### src/rtl/mult_share_arbiter.sv
// rtl/mult_share_arbiter.sv - round-robin arbiter sharing one signed multiplier between two requesters
//
// Purpose: accepts operations from two requesters, drives registered operands
// onto an external combinational multiplier, waits SETTLE_CYCLES, captures the
// product/overflow and holds it for the owning requester until consumed.
//
// Ports:
//   clock, reset_n                  clock, synchronous active-low reset
//   reqN_valid/ready/a/b            request handshake and signed operands (N=0,1)
//   respN_valid/ready/prod/ovf      result handshake, truncated product, overflow
//   mult_a, mult_b                  operands to the shared multiplier
//   mult_prod, mult_ovf             product and overflow from the multiplier
//   busy                            high whenever not idle
//   ovf_count                       saturating count of completed ops with overflow

module mult_share_arbiter #(
  parameter int WIDTH         = 4,
  parameter int SETTLE_CYCLES = 1,
  parameter int OVF_CNT_W     = 8
) (
  input  logic                 clock,
  input  logic                 reset_n,
  input  logic                 req0_valid,
  output logic                 req0_ready,
  input  logic [WIDTH-1:0]     req0_a,
  input  logic [WIDTH-1:0]     req0_b,
  output logic                 resp0_valid,
  input  logic                 resp0_ready,
  output logic [WIDTH-1:0]     resp0_prod,
  output logic                 resp0_ovf,
  input  logic                 req1_valid,
  output logic                 req1_ready,
  input  logic [WIDTH-1:0]     req1_a,
  input  logic [WIDTH-1:0]     req1_b,
  output logic                 resp1_valid,
  input  logic                 resp1_ready,
  output logic [WIDTH-1:0]     resp1_prod,
  output logic                 resp1_ovf,
  output logic [WIDTH-1:0]     mult_a,
  output logic [WIDTH-1:0]     mult_b,
  input  logic [WIDTH-1:0]     mult_prod,
  input  logic                 mult_ovf,
  output logic                 busy,
  output logic [OVF_CNT_W-1:0] ovf_count
);

  typedef enum logic [1:0] {
    S_IDLE = 2'd0,
    S_CALC = 2'd1,
    S_RESP = 2'd2
  } state_t;

  localparam logic [3:0] SETTLE_M1 = 4'(SETTLE_CYCLES - 1);

  state_t               r_state;
  state_t               w_next;
  logic                 r_prio;
  logic                 r_owner;
  logic [WIDTH-1:0]     r_op_a;
  logic [WIDTH-1:0]     r_op_b;
  logic [3:0]           r_cnt;
  logic [WIDTH-1:0]     r_prod;
  logic                 r_ovf;
  logic [OVF_CNT_W-1:0] r_ovf_count;

  logic w_any_valid;
  logic w_grant;
  logic w_accept;
  logic w_owner_ready;

  // Priority holder wins a tie; otherwise whichever requester is valid.
  assign w_any_valid   = req0_valid | req1_valid;
  assign w_grant       = r_prio ? req1_valid : ~req0_valid;
  assign w_accept      = (r_state == S_IDLE) && w_any_valid;
  assign w_owner_ready = r_owner ? resp1_ready : resp0_ready;

  always_ff @(posedge clock) begin
    if (!reset_n) begin
      r_state     <= S_IDLE;
      r_prio      <= 1'b0;
      r_owner     <= 1'b0;
      r_op_a      <= '0;
      r_op_b      <= '0;
      r_cnt       <= '0;
      r_prod      <= '0;
      r_ovf       <= 1'b0;
      r_ovf_count <= '0;
    end else begin
      r_state <= w_next;
      case (r_state)
        S_IDLE: begin
          if (w_accept) begin
            r_op_a  <= w_grant ? req1_a : req0_a;
            r_op_b  <= w_grant ? req1_b : req0_b;
            r_owner <= w_grant;
            r_cnt   <= SETTLE_M1;
          end
        end
        S_CALC: begin
          if (r_cnt == 4'd0) begin
            r_prod <= mult_prod;
            r_ovf  <= mult_ovf;
            if (mult_ovf && (r_ovf_count != {OVF_CNT_W{1'b1}})) begin
              r_ovf_count <= r_ovf_count + OVF_CNT_W'(1);
            end
          end else begin
            r_cnt <= r_cnt - 4'd1;
          end
        end
        S_RESP: begin
          if (w_owner_ready) begin
            r_prio <= ~r_owner;
          end
        end
        default: ;
      endcase
    end
  end

  always_comb begin
    w_next      = r_state;
    req0_ready  = 1'b0;
    req1_ready  = 1'b0;
    resp0_valid = 1'b0;
    resp1_valid = 1'b0;
    resp0_prod  = '0;
    resp1_prod  = '0;
    resp0_ovf   = 1'b0;
    resp1_ovf   = 1'b0;
    case (r_state)
      S_IDLE: begin
        req0_ready = req0_valid && !w_grant;
        req1_ready = req1_valid && w_grant;
        if (w_accept) begin
          w_next = S_CALC;
        end
      end
      S_CALC: begin
        if (r_cnt == 4'd0) begin
          w_next = S_RESP;
        end
      end
      S_RESP: begin
        if (r_owner) begin
          resp1_valid = 1'b1;
          resp1_prod  = r_prod;
          resp1_ovf   = r_ovf;
        end else begin
          resp0_valid = 1'b1;
          resp0_prod  = r_prod;
          resp0_ovf   = r_ovf;
        end
        if (w_owner_ready) begin
          w_next = S_IDLE;
        end
      end
      default: w_next = S_IDLE;
    endcase
  end

  // Operands come straight from registers so they never toggle outside an accept.
  assign mult_a    = r_op_a;
  assign mult_b    = r_op_b;
  assign busy      = (r_state != S_IDLE);
  assign ovf_count = r_ovf_count;

endmodule

### config.mk
export PLATFORM = sky130hd
export DESIGN_NAME = mult_share_arbiter
export DESIGN_NICKNAME = d
export VERILOG_FILES = /design/src/rtl/mult_share_arbiter.sv
export SDC_FILE = /design/constraint.sdc
export NUM_CORES = 1
export LEC_CHECK = 0
export CORE_ASPECT_RATIO = 0.75
export CORE_UTILIZATION = 46
export DETAILED_ROUTE_END_ITERATION = 10
export GPL_TIMING_DRIVEN = 0
export PLACE_DENSITY = 0.85
export RECOVER_POWER = 100
export SYNTH_ARGS = -nofsm -noshare
export SYNTH_HDL_FRONTEND = slang
export SYNTH_SLANG_ARGS = --single-unit
### constraint.sdc
create_clock -name clock -period 4.05 [get_ports clock]
set_clock_uncertainty 0.1 [all_clocks]
set_input_delay 0.6075 -clock clock [delete_from_list [all_inputs] [get_ports clock]]
set_output_delay 0.6075 -clock clock [all_outputs]
set_load 0.1 [all_outputs]
==> qor.csv <==
stage;metric;value;unit
timing;RSZ-0062 raised after global routing;no;
power;Pwr Density;426;nW/um^2
clock_tree;clock sinks;29;
detailed_routing;DRC errors left;0;
global_route;global-route wire length before repair;5640;microns
timing;Final Hold Vio Count;0;
layout;fillers;221;
logic_synthesis;ys async rst share;0;%
power;combinational cell fraction of total power;30.9;%
worst_setup_path;CP max FO;10;
place;DP Wirelength;2640;microns
power;Clock power frac;34.0;%
detailed_routing;vias;1405;
timing;Least-Margin Pin Slew;983;ps
global_route;vias in the first global route;1319;
floorplanning;core box area;2940;sq um
clock_tree;hold buffer count at cts;0;
power;sequential cell fraction of total power;35.1;%
logic_synthesis;ys flop type;dfxtp_1;
status;status;completed;
clock_tree;# H-tree levels;2;
clock_tree;clock buffer depth;2;
layout;Synth-to-Final Area Change;50.2;%
floorplanning;num ports;58;
layout;fin util;72.7;%
place;Buffers on Ports;57;
timing;Tcrit/Tclk final;85.3;%
clock_tree;Post-CTS Resized;0;
layout;most common cell after layout, fill and taps aside;dlygate4sd3_1;
global_route;antenna violations before repair;0;
timing;setup tns final;0;ps
global_route;gr ovfl total;0;
timing;Final min period;3460;ps
power;leak pwr;0.906;nW
clock_tree;CTS tree;done;
timing;Max Clk Rate;289;MHz
floorplanning;die area;3320;sq um
flow_run;max-cap viol count;0;
detailed_routing;vias per cell;5.26;
logic_synthesis;synth warn;0;
worst_setup_path;crit path kind;reg -> out;
global_route;gr usage total;22.8;%
logic_synthesis;Synth cell types;34;
timing;Max-slew headroom;34.2;%
power;Sw Ratio;35.3;%
floorplanning;FP Rows;17;
layout;most frequent cells in the layout;dlygate4sd3_1, dfxtp_1, clkdlybuf4s50_1, nor2_1, a21oi_1;
logic_synthesis;Syn Area/Cell;8.67;sq um
detailed_routing;Routed Antenna Nets;0;
timing;Final setup violation count;0;
clock_tree;setup bufs post-CTS;0;
layout;final instance count without filler cells;267;
layout;layout cells sized above 1;5.68;%
clock_tree;CTS Buf Count;5;
detailed_routing;WL final;3500;microns
worst_setup_path;CP Launch Type;register;
worst_setup_path;crit end category;output pin;
worst_hold_path;worst hold path class;reg -> reg;
detailed_routing;DR WL/cell;13.1;microns
power;switching pwr;0.000321;W
detailed_routing;DR iter-0 viols;34;
floorplanning;initial core utilization;48.4;%
worst_setup_path;arrival time at the worst endpoint;2750;ps
clock_tree;worst skew pair latency;280;ps
logic_synthesis;Syn Inst Count;164;
logic_synthesis;Syn Nets;193;
detailed_routing;router iterations before antenna repair;4;
layout;Final nets;257;
floorplanning;chip height;50.1;microns
logic_synthesis;Post-synth EDFFs;0;
logic_synthesis;mapped cell area;1420;sq um
power;P_int;0.000588;W
timing;fin. max-slew vios;0;
clock_tree;clock root buffer;clkbuf_8;
power;Peak VDD IR;0.280;mV
logic_synthesis;Seq cells post-synth;29;
global_route;largest net degree at the start of global routing;11;
place;routability congestion estimate;0.767;
place;Inst Count DP;259;
worst_setup_path;Crit path required time;3340;ps
layout;Ant. Diodes;0;
clock_tree;clock-pin slew on the worst setup and hold paths;60;ps
logic_synthesis;Seq/Total Area, Yosys;40.8;%
floorplanning;Horiz. Die Dim;66.2;microns
## cell usage after synthesis (all sizes together) (2+ instances only)
master  instances  area share, %
dfxtp          29             41
o21a            3            1.6
clkbuf          4            1.1
o31ai           3            1.6
and2            6            2.6
a211oi          9            4.8
or3             4            1.8
nand2          10            2.6
buf             4            2.3
ha              2            1.8
mux2i          10            7.0
nor2           19            5.0
and3            7            3.1
nand3b          2            1.1
nor2b           2           0.88
inv             6            1.6
o21ai           6            2.4
or4             3            1.6
a21oi          15            5.3
nand3           8            2.8
xnor2           2            1.2
## cell families (layout without fill, tap and decap cells)
kind of cell               after synthesis  after routing  share of synthesized area, %
AOI/OAI and AO/OA                       38             38                          17.6
xor gates and xnor gates                 3              3                          1.85
adders and majority gates                2              2                          1.76
buffers and inverters                   14             79                          4.93
DFF                                     29             29                          40.8
muxes                                   10             10                          7.04
and+or+nand+nor                         68             68                          26.0
## critical path: stages, from the launching register on
cell and delay [ps]:
dfxtp_1 320, and2b_2 200, clkbuf_1 270, nor2b_1 310, and2_1 170, dlygate4sd3_1 1190
## metrics by stage
| stage | total power (W) | hold slack [ps] | setup slack (ps) | instance area (sq um) |
|---|---|---|---|---|
| after floorplan | 0.000535 | 340 | 230 | 1420 |
| after global routing | 0.000944 | 410 | 396 | 2130 |
| final | 0.000909 | 369 | 594 | 2130 |
| after detailed placement | 0.000617 | 362 | 795 | 2040 |
| after CTS | 0.000923 | 371 | 661 | 2160 |
| after global placement | 0.000609 | 354 | 864 | 2040 |
## routing by layer
metal | wire length (microns) | vias to the layer above | GRT usage (%)
li1 | - | 704 | -
met1 | 1560 | 639 | 26.4
met2 | 1660 | 56 | 39.1
met3 | 226 | 6 | 7.05
met4 | 51 | 0 | 8.87
met5 | 0 | - | 0
## cell type report
| type | count | area (sq um) | area share [%] |
|---|---|---|---|
| Clock buffer | 7 | 86.3 | 4.04 |
| Timing Repair Buffer | 57 | 571 | 26.7 |
| Inverter | 6 | 22.5 | 1.06 |
| Buffer | 8 | 37.5 | 1.76 |
| Clock inverter | 1 | 30.0 | 1.41 |
| Tap cell | 38 | 47.5 | 2.23 |
| Multi-Input combinational cell | 121 | 759 | 35.6 |
| Sequential cell | 29 | 581 | 27.2 |
## flip-flops by register name (all words and copies together) (netlist names)
register   cells
mult_a         4
mult_b         4
ovf_count      8
r_cnt          4
r_ovf          1
r_owner        1
r_prio         1
r_prod         4
r_state        2
## final timing paths
path                            slack (ps)               startpoint  depth (start not counted)                        end
worst max-delay path                   590  r_state[0]$_SDFFE_PN0P_                          5              resp0_prod[0]
worst min register to register         370   r_prod[1]$_SDFFE_PN0P_                          2     r_prod[1]$_SDFFE_PN0P_
worst max register to register        2090    r_cnt[0]$_SDFFE_PN0P_                          8  ovf_count[1]$_SDFFE_PN0P_
worst min-delay path                   370   r_prod[1]$_SDFFE_PN0P_                          2     r_prod[1]$_SDFFE_PN0P_
## power groups by stage
stage | Sequential (W) | Clock [W] | Combinational (W)
detailed placement | 0.000325 | 0 | 0.000291
floorplan | 0.000411 | 0 | 0.000124
finish | 0.000319 | 0.000309 | 0.000281
global route | 0.000321 | 0.000326 | 0.000297
CTS | 0.000319 | 0.000312 | 0.000292
global placement | 0.000324 | 0 | 0.000285
(Power assumes the default switching activity.)
